### config.mk
export PLATFORM = sky130hd
export DESIGN_NAME = pcie_noc_bridge
export DESIGN_NICKNAME = d
export VERILOG_FILES = /design/src/rtl/pcie_noc_bridge.sv
export SDC_FILE = /design/constraint.sdc
export NUM_CORES = 1
export LEC_CHECK = 0
export CAP_MARGIN = 0
export CORE_UTILIZATION = 46
export CTS_CLUSTER_DIAMETER = 80
export DETAILED_ROUTE_END_ITERATION = 10
export PLACE_DENSITY = 0.8
export SKIP_LAST_GASP = 1
export SYNTH_ARGS = -nofsm -noshare
export SYNTH_HDL_FRONTEND = slang
export SYNTH_SLANG_ARGS = --single-unit
### constraint.sdc
create_clock -name clk -period 9.3 [get_ports clk]
set_input_delay 1.395 -clock clk [delete_from_list [all_inputs] [get_ports clk]]
set_output_delay 1.395 -clock clk [all_outputs]
set_load 0.1 [all_outputs]
### src/rtl/pcie_noc_bridge.sv
// Bridges PCIe words and a 2D-mesh NoC: ingress splits each PCIe word into
// addressed NoC packets, egress packs ejected NoC payloads back into PCIe words.
module pcie_noc_bridge #(
  parameter int X       = 4,
  parameter int Y       = 4,
  parameter int DATA_W  = 32,
  parameter int PCI_W   = 256,
  parameter int DEPTH   = 8,
  parameter int TIMEOUT = 64,
  localparam int XW      = (X > 1) ? $clog2(X) : 1,
  localparam int YW      = (Y > 1) ? $clog2(Y) : 1,
  localparam int TOTAL_W = DATA_W + XW + YW
) (
  input  logic               clk,
  input  logic               rst,
  input  logic               mode,
  input  logic               i_valid_pci,
  input  logic [PCI_W-1:0]   i_data_pci,
  output logic               o_ready_pci,
  output logic               o_valid_pci,
  output logic [PCI_W-1:0]   o_data_pci,
  input  logic               i_ready_pci,
  output logic               o_valid_noc,
  output logic [TOTAL_W-1:0] o_data_noc,
  input  logic               i_ready_noc,
  input  logic               i_valid_noc,
  input  logic [TOTAL_W-1:0] i_data_noc,
  output logic               o_ready_noc
);
  localparam int BEATS = PCI_W / DATA_W;
  localparam int NODES = X * Y;
  localparam int DW    = $clog2(NODES);
  localparam int BW    = $clog2(BEATS);
  localparam int AW    = (DEPTH > 1) ? $clog2(DEPTH) : 1;
  localparam int FW    = $clog2(BEATS + 1);
  localparam int TW    = $clog2(TIMEOUT + 1);

  typedef enum logic {IDLE, SEND} state_t;

  state_t            state;
  logic [PCI_W-1:0]  word;
  logic              word_mode;
  logic [BW-1:0]     beat;
  logic [DW-1:0]     dest;
  logic              last_beat;
  logic              pci_accept;
  logic              noc_hs;
  logic [XW-1:0]     dest_x;
  logic [YW-1:0]     dest_y;
  logic [31:0]       dest_ext;
  logic [DATA_W-1:0] lane;

  assign last_beat   = (beat == BW'(BEATS - 1));
  assign o_ready_pci = !rst && ((state == IDLE) || (last_beat && i_ready_noc));
  assign o_valid_noc = !rst && (state == SEND);
  assign pci_accept  = i_valid_pci && o_ready_pci;
  assign noc_hs      = o_valid_noc && i_ready_noc;
  assign lane        = word[beat*DATA_W +: DATA_W];
  assign o_data_noc  = rst ? '0 : {dest_y, dest_x, lane};

  // Header mode takes {y,x} from lane 0 of the held word; round-robin maps d onto the mesh.
  always_comb begin
    dest_ext = 32'(dest);
    if (word_mode) begin
      dest_x = word[XW-1:0];
      dest_y = word[XW+YW-1:XW];
    end else begin
      dest_x = XW'(dest_ext % 32'(X));
      dest_y = YW'(dest_ext / 32'(X));
    end
  end

  always_ff @(posedge clk) begin
    if (rst) begin
      state     <= IDLE;
      word      <= '0;
      word_mode <= 1'b0;
      beat      <= '0;
      dest      <= DW'(1);
    end else begin
      if (noc_hs && !word_mode)
        dest <= (dest == DW'(NODES - 1)) ? DW'(1) : dest + DW'(1);
      if (pci_accept) begin
        word      <= i_data_pci;
        word_mode <= mode;
        beat      <= mode ? BW'(1) : '0;
        state     <= SEND;
      end else if (noc_hs) begin
        if (last_beat)
          state <= IDLE;
        else
          beat <= beat + BW'(1);
      end
    end
  end

  logic [DATA_W-1:0] mem [DEPTH];
  logic [AW-1:0]     wptr;
  logic [AW-1:0]     rptr;
  logic [AW:0]       count;
  logic [PCI_W-1:0]  pack;
  logic [FW-1:0]     fill;
  logic [TW-1:0]     idle;
  logic              pci_valid;
  logic              full;
  logic              empty;
  logic              push;
  logic              pop;
  logic              pci_hs;
  logic              unused_noc_hdr;

  assign full           = (count == (AW+1)'(DEPTH));
  assign empty          = (count == '0);
  assign o_ready_noc    = !rst && !full;
  assign push           = i_valid_noc && o_ready_noc;
  assign pop            = !empty && !pci_valid && (fill != FW'(BEATS));
  assign pci_hs         = pci_valid && i_ready_pci;
  assign o_valid_pci    = !rst && pci_valid;
  assign o_data_pci     = rst ? '0 : pack;
  assign unused_noc_hdr = ^i_data_noc[TOTAL_W-1:DATA_W];

  always_ff @(posedge clk) begin
    if (push)
      mem[wptr] <= i_data_noc[DATA_W-1:0];
  end

  // Packer: lanes not yet filled stay zero because pack is cleared on every hand-off.
  always_ff @(posedge clk) begin
    if (rst) begin
      wptr      <= '0;
      rptr      <= '0;
      count     <= '0;
      pack      <= '0;
      fill      <= '0;
      idle      <= '0;
      pci_valid <= 1'b0;
    end else begin
      if (push)
        wptr <= wptr + AW'(1);
      if (pop)
        rptr <= rptr + AW'(1);
      case ({push, pop})
        2'b10:   count <= count + (AW+1)'(1);
        2'b01:   count <= count - (AW+1)'(1);
        default: count <= count;
      endcase
      if (pci_hs) begin
        pci_valid <= 1'b0;
        fill      <= '0;
        pack      <= '0;
        idle      <= '0;
      end else if (pop) begin
        pack[fill*DATA_W +: DATA_W] <= mem[rptr];
        fill <= fill + FW'(1);
        idle <= '0;
      end else if (!pci_valid && fill == FW'(BEATS)) begin
        pci_valid <= 1'b1;
      end else if (!pci_valid && fill != '0 && empty) begin
        if (idle == TW'(TIMEOUT - 1)) begin
          pci_valid <= 1'b1;
          idle      <= '0;
        end else begin
          idle <= idle + TW'(1);
        end
      end
    end
  end

endmodule

* Word-level counts from Yosys, hierarchy flattened
Memory sizes are Yosys's and may differ from the RTL's. A register that Yosys moved wholly into a read port is not among the register bits.
Cells that the tools add are included.
** Word-level totals
- Register bits after elaboration :: 543
- Bits in latches :: 0
- Bits in writable memories :: 256
- ROM bits :: 0
- Input port bits :: 299
- Output and inout bits :: 296
- Memories :: 1
** Cells by class
- $add $sub $neg :: 9
- $mul :: 0
- Div/mod/pow operators :: 0
- Magnitude comparators :: 0
- Equal/unequal tests :: 9
- Shifts and indexed selects :: 3
- Muxes and demuxes :: 22
- Bitwise logic cells :: 3
- Reduce and logical (&&, ||, !) cells :: 34
** Memory list
- mem :: depth 8, bits a word 32, read ports 1, clocked after memory_dff 1, write ports 1, RTL line 97 : logic [DATA_W-1:0] mem [DEPTH];
** Operators by type and width (number)
- bitwise mux 256 bit :: 1
- two-way mux 256 bit :: 1
- variable shift 32 x 34 -> 256 bit (first input constant) :: 1
- indexed part select 256 x 9 -> 32 bit :: 1
- indexed part select 32 x 34 -> 256 bit :: 1
- two-way mux 36 bit :: 1
- negation 9 -> 34 bit :: 1
- logical AND 1 bit :: 15
- two-way mux 3 bit :: 5
- adder 4 x 1 -> 4 bit (second input constant) :: 3
- equality test 4 bit (second input constant) :: 3
- nonzero test 2 bit :: 5
- adder 3 x 1 -> 3 bit (second input constant) :: 3
- two-way mux 1 bit :: 9
- one-hot mux 4 bit (2 select lines) :: 1
- adder 7 x 1 -> 7 bit (second input constant) :: 1
- equality test 7 x 6 -> 1 bit (second input constant) :: 1
- two-way mux 7 bit :: 1
- AND reduction 2 bit :: 3
- logical NOT 1 bit :: 5
- logical NOT 4 bit :: 1
- two-way mux 2 bit :: 2
- two-way mux 4 bit :: 1
- != test 4 bit (second input constant) :: 1
- 11 further kinds :: 13

* Logic depth before layout (Yosys ltp)
Gate-level depths: netlist (run 1).
- Depth after elaboration :: 7
- Mapped depth :: 12
- Gate-level depth less buffers :: 11

* Least setup slack after synthesis (run 1)
Ideal clock, no wire load.
- Path kind :: input -> register
- Start point :: input port rst
- End point :: memory mem[0][0], enable pin
- Library setup time :: 0.461 ns
- Arrival time :: 4.412 ns
- Data required time :: 8.839 ns
- Slack :: 4.427 ns
- Cell stages on the path :: 4
- Buffers on the path :: 1
- Cell sequence :: clkbuf_1 -> nor3b_1 -> nand2b_1 -> nor3_1
** Between the ends
- Longest elaborated chain between the ends :: 5
** Ends and longest elaborated chain
- start, declared :: RTL line 15 : input logic rst,
- logical NOT 1 bit :: RTL line 114 : assign o_ready_noc = !rst && !full;
- logical AND 1 bit :: RTL line 114
- logical AND 1 bit :: RTL line 115 : assign push = i_valid_noc && o_ready_noc;
- two-way mux 1 bit :: RTL line 123 : if (push)
- two-way mux 1 bit (not written as such) :: RTL line 124 : mem[wptr] <= i_data_noc[DATA_W-1:0];
- end, declared :: RTL line 97
No other way between the ends.

* Worst setup path after layout (run 1)
- Start point :: register beat[0]
- End point :: output port o_data_noc[16]
** Between the ends
- Longest elaborated chain between the ends :: 2
** Ends and longest elaborated chain
- start, declared :: RTL line 43 : logic [BW-1:0] beat;
- start signal, assigned :: RTL line 86 : beat <= mode ? BW'(1) : '0;
- start signal, assigned :: RTL line 92 : beat <= beat + BW'(1);
- indexed part select 256 x 9 -> 32 bit :: RTL line 58 : assign lane = word[beat*DATA_W +: DATA_W];
- two-way mux 36 bit :: RTL line 59 : assign o_data_noc = rst ? '0 : {dest_y, dest_x, lane};
- end, declared :: RTL line 24 : output logic [TOTAL_W-1:0] o_data_noc,
No other way between the ends.

==> results of run 1 <==
==> state kept, by name, summed over array words and instances, names as in the netlist, named ones only <==
name and flops:
wptr 3, pci_valid 1, pack 256, count 4, dest 4, idle 7, beat 3, word 256
rptr 3, mem 256, word_mode 1, state 1, fill 4
==> critical path: cells and delay by family, from the launching register on <==
kind / cells / cell delay [ns]
and+or+nand+nor: 1 / 0.08
DFF: 1 / 0.56
muxes: 2 / 0.97
buffers and inverters: 3 / 2.19
==> metrics by stage <==
stage	cells	power [mW]
after floorplan	2813	5.09
after global placement	4165	5.77
after detailed placement	4165	5.80
after CTS	4321	9.13
after global routing	4342	9.41
final	4343	9.09
==> layout make-up <==
type / instances / share of cell area [%]
diodes: 22 / 0.132
clock buffers: 119 / 5.92
clock inverters: 37 / 0.816
inverters: 7 / 0.0630
multi-input cells: 1788 / 30.5
flip-flops and latches: 802 / 44.7
well taps: 931 / 2.79
repair buffers: 637 / 15.1
==> cell usage after synthesis (2+ instances only) <==
master     count  area (um^2)
nor3_1         9         45.0
buf_1         19         71.3
a21oi_1       12         60.1
nand4_1        6         37.5
nor2_1        66          248
xnor2_1        9         78.8
nor4_1         5         31.3
buf_2         15         75.1
o21ai_0      356         1780
nand2_1      366         1370
ha_1          14          175
nor3b_1        3         22.5
o2bb2ai_1    160         1400
clkbuf_1     180          676
o31ai_1        3         22.5
dfxtp_1      546        10900
buf_6          2         22.5
nor2b_1      264         1650
a41oi_1        3         26.3
mux2i_1       75          751
inv_1          7         26.3
or3_1          3         18.8
mux4_2       128         2880
a21o_1         2         15.0
a31oi_1        5         31.3
nand3_1        8         40.0
edfxtp_1     256         7690
xor2_1         5         43.8
nand2b_1     262         1640
and3b_1        2         17.5
nor4b_1        5         43.8
and3_1         3         18.8
==> power by group <==
| part | internal [mW] | switching (mW) | leakage, nW | total, mW |
|---|---|---|---|---|
| combinational | 0.671 | 1.18 | 5.82 | 1.85 |
| clock | 1.92 | 1.41 | 1.39 | 3.33 |
| sequential | 3.78 | 0.126 | 6.76 | 3.91 |
| total | 6.37 | 2.71 | 14.0 | 9.09 |
==> kinds of logic (layout without fill, tap and decap cells) <==
group,Yosys count,after routing,share of synthesized area [%]
adders and majority gates,14,14,0.546
xor gates and xnor gates,14,14,0.382
DFF,802,802,58.1
other,0,22,0
muxes,204,204,11.4
AOI/OAI and AO/OA,547,547,10.6
buffers and inverters,223,800,2.72
and+or+nand+nor,1009,1009,16.4
==> routing by layer <==
layer	share of wire (%)	wire length, um	GRT usage (%)	vias to the layer above
met5	0.048	45	0	-
met4	3.9	3700	12.1	8
met3	6.7	6340	4.32	216
met2	47	44400	40.7	934
met1	42	39500	34.7	11515
li1	-	-	-	10937
==> path summary, 6_finish.rpt <==
| kind | endpoint | slack (ns) | startpoint |
|---|---|---|---|
| worst min register to register | pack[120]$_SDFFE_PP0P_ | 0.44 | pack[120]$_SDFFE_PP0P_ |
| worst max register to register | pack[207]$_SDFFE_PP0P_ | 5.80 | register |
| worst max-delay path | o_data_noc[16] | 3.47 | beat[0]$_SDFFE_PP0P_ |
| worst min-delay path | pack[120]$_SDFFE_PP0P_ | 0.44 | pack[120]$_SDFFE_PP0P_ |
==> flow_metrics.tcl, run 1 <==
set metrics [dict create \
    outcome "completed" \
    grt_max_degree 244 \
    max_slew_margin_pct 7.69 \
    leakage_nw 14.0 \
    die_area_um2 70800 \
    clkTransAtPathRegs_ns 0.06 \
    cp_max_fo 29 \
    slew_violations 0 \
    max_freq_ghz 0.172 \
    die_h_um 266 \
    arrival_ns 4.44 \
    postPlaceCellArea_um2 38800 \
    post_cts_buffers 0 \
    critPathLaunchType "register" \
    ys_warn_count 0 \
    async_reset_ff_share_pct 0 \
    finalHoldViolations 0 \
    min_period_ns 5.83 \
    post-place-ws_ns 3.96 \
    wl_per_cell_um 21.6 \
    fin_setup_tns_ns 0 \
    cp_slowest_stage_delay_ns 1.03 \
    final_area_um2 41700 \
    clockBufferDepth 3 \
    vias 23610 \
    drt-total-wl_um 94000 \
    fin_ws_ns 3.47 \
    grt_pass1_vias 22352 \
    cts_resized 0 \
    crit_path_frequent_cell "buf_4" \
    grt_pass1_wl_um 138000 \
    cp_slowest_cell "clkdlybuf4s50_1" \
    hp-class "reg -> reg" \
    setup_violations 0 \
    root_buffer "clkbuf_16" \
    globalplace.congestion 0.910 \
    drtIter0Drc 2208 \
    r2r_cells 4 \
    final_util_pct 60.6 \
    drv_cap 0 \
    ys_seq_area_share_pct 58.1 \
    crit_path_end_kind "primary output" \
    synth_seq_cells 802 \
    core-area_um2 68800 \
    final_common_cell "clkdlybuf4s50_1" \
    first_pass_iters 5 \
    drc 0 \
    synthToLayoutAreaGrowth_pct 30.0 \
    cts_buffers 84 \
    die_x_um 266 \
    cp_cell_sequence "buf_4 -> buf_4 -> mux4_2 -> mux2i_1 -> nor2_1 -> clkdlybuf4s50_1" \
    rsz0062_at_grt "false" \
    fp-row-count 96 \
    htreeDepth 3 \
    detail-route-antenna-nets 0 \
    dp_hpwl_um 61700 \
    holdPathStages 2 \
    multiInputGateArea_um2 12700 \
    path_class "reg -> out" \
    register_area_um2 18600 \
    p_per_area_nw_per_um2 218 \
    hold-worst-slack_ns 0.443 \
    clock_sinks 802 \
    drive_gt1_share_pct 10.3 \
    synth-edff-count 256 \
    ios 595 \
    synth_cell_type_count 46 \
    overflow 0 \
    synth_top_flop_cell "dfxtp_1" \
    syn_inst 2813 \
    peakVddDrop_mv 0.143 \
    synth_nets 3126 \
    grt_usage_pct 25.8 \
    cts_tree "yes" \
    worst-slew-pin-transition_ns 1.35 \
    critPathRequiredTime_ns 7.91 \
    initial_utilization_pct 46.6 \
    final_cell_mix "clkdlybuf4s50_1 (589), dfxtp_1 (540), nand2_1 (366)" \
    ctsHoldBuffers 0 \
    fillers 5389 \
    nets 3633 \
    clkLatencyLatePin_ns 0.63 \
    syn-cell-area_um2 32100 \
    antenna_found_initial 30 \
    min_period_over_period_pct 62.7 \
    vias_per_cell 5.44 \
    fin_worst_skew_ns 0.0372 \
    avgSynthCellArea_um2 11.4 \
    io_buffers 590 \
]
(Power assumes the default switching activity.)
==> run 2, diff against run 1 <==
- PLACE_DENSITY: 0.8 -> 0.82
- clock period: 9.3 -> 4.7 ns (I/O delays scaled with it)
==> run 2 against run 1 <==
Against the previous run:
- wire length grew 1.6%
- count of clock-buffer cells in the layout shrank 13
- clock skew rose by 0.012 ns
- utilization rose by 0.39 points
- register-to-register slack lost 4.6 ns
==> flow_metrics.tcl, run 2 (synthesis results as in run 1) <==
set metrics [dict create \
    outcome "completed" \
    grt_usage_pct 26.2 \
    cts_buffers 80 \
    p_per_area_nw_per_um2 435 \
    die_x_um 266 \
    final_cell_mix "clkdlybuf4s50_1 (581), dfxtp_1 (540), nand2_1 (366)" \
    vias_per_cell 5.46 \
    min_period_ns 4.30 \
    cp_slowest_stage_delay_ns 1.01 \
    r2r_cells 7 \
    rsz0062_at_grt "false" \
    clock_sinks 802 \
    clockBufferDepth 3 \
    clkTransAtPathRegs_ns 0.06 \
    cts_tree "yes" \
    fin_worst_skew_ns 0.0487 \
    drc 0 \
    core-area_um2 68800 \
    grt_pass1_vias 23178 \
    post_cts_buffers 0 \
    grt_pass1_wl_um 140000 \
    final_util_pct 61.0 \
    die_h_um 266 \
    drv_cap 0 \
    worstHoldEndpoint "pack[37]$_SDFFE_PP0P_" \
    arrival_ns 3.60 \
    dp_hpwl_um 63500 \
    holdPathStages 2 \
    antenna_found_initial 35 \
    globalplace.congestion 0.899 \
    setup_violations 0 \
    cp_cell_sequence "buf_4 -> mux4_2 -> mux2i_1 -> nor2_1 -> clkdlybuf4s50_1" \
    die_area_um2 70800 \
    root_buffer "clkbuf_16" \
    cp_top_family "buffers and inverters" \
    fp-row-count 96 \
    peakVddDrop_mv 0.291 \
    ctsHoldBuffers 0 \
    path_buf_inv 2 \
    nets 3659 \
    hp-start "pack[37]$_SDFFE_PP0P_" \
    finalHoldViolations 0 \
    hp-class "reg -> reg" \
    drt-total-wl_um 95500 \
    io_buffers 590 \
    path_class "reg -> out" \
    vias 23860 \
    cts_resized 0 \
    postPlaceCellArea_um2 39100 \
    first_pass_iters 6 \
    reg_top3 "mem (256), pack (256), word (256)" \
    final_area_um2 42000 \
    regToRegStartpoint "fill[0]$_SDFFE_PP0P_" \
    detail-route-antenna-nets 0 \
    leakage_nw 14.2 \
    max_slew_margin_pct 16.2 \
    drive_gt1_share_pct 10.8 \
    overflow 0 \
    drtIter0Drc 2193 \
    synthToLayoutAreaGrowth_pct 30.8 \
    min_period_over_period_pct 91.5 \
    worst-slew-pin-transition_ns 1.22 \
    slew_violations 0 \
    ios 595 \
    critPathLaunchType "register" \
    clkLatencyLatePin_ns 0.65 \
    htreeDepth 3 \
    wl_per_cell_um 21.9 \
    fin_setup_tns_ns 0 \
    critPathRequiredTime_ns 3.99 \
    max_freq_ghz 0.232 \
    timing.rr.end "pack[87]$_SDFFE_PP0P_" \
    cp_slowest_cell "clkdlybuf4s50_1" \
    final_common_cell "clkdlybuf4s50_1" \
    grt_max_degree 240 \
    cp_max_fo 23 \
    crit_path_end_kind "primary output" \
    r2r_slack_ns 1.19 \
    initial_utilization_pct 46.6 \
]
==> run 2: worst max-delay path by stage <==
| stage | startpoint | end | slack (ns) | cells past startpoint |
|---|---|---|---|---|
| finish | beat[0]$_SDFFE_PP0P_ | o_data_noc[12] | 0.40 | 5 |
| global route | beat[0]$_SDFFE_PP0P_ | o_data_noc[12] | 0.31 | 5 |
| CTS | beat[0]$_SDFFE_PP0P_ | o_data_noc[12] | 0.35 | 5 |
| detailed placement | rst | count[3]$_SDFFE_PP0P_ | 0.97 | 8 |
| global placement | beat[0]$_SDFFE_PP0P_ | o_data_noc[12] | 1.07 | 5 |
| floorplan | rst | mem[0][0]$_DFFE_PP_ | 0.52 | 4 |
==> run 2: per-layer routing <==
metal	up-vias	global-route usage (%)	part of all wire, %
li1	11004	-	-
met1	11632	33.2	40
met2	968	41.2	46
met3	246	6.16	8.1
met4	10	14.6	5.0
met5	-	0	0.061
==> run 2: per-stage QoR <==
step                worst slack [ns]  hold WS (ns)  total power [mW]  instances
floorplan                      0.517         0.417              10.1       2813
global placement                1.07         0.426              11.5       4195
detailed placement             0.966         0.434              11.6       4195
CTS                            0.355         0.448              18.3       4339
global route                   0.310         0.464              18.8       4366
finish                         0.398         0.442              18.3       4367
==> run 2: power breakdown <==
group	internal (mW)	total [mW]	switching, mW
Clock	3.99	6.74	2.76
Combinational	1.40	3.68	2.28
Sequential	7.48	7.84	0.362
Total	12.9	18.3	5.40
==> run 2: layout make-up <==
class,instances,area (um^2)
Fill cell,5342,26900
Sequential cell,802,18600
Multi-Input combinational cell,1788,12700
Timing Repair Buffer,667,6570
Clock buffer,106,2230
Tap cell,931,1160
Clock inverter,38,561
Antenna cell,28,70.1
Inverter,7,26.3
==> run 2: worst reg2reg max path, cell delays in order (launching register included) <==
cell,delay (ns)
dfxtp_1,0.52
inv_1,0.10
ha_1,0.27
nor2b_1,0.22
nor4_1,0.84
nand4_1,0.77
buf_4,0.48
o2bb2ai_1,0.22
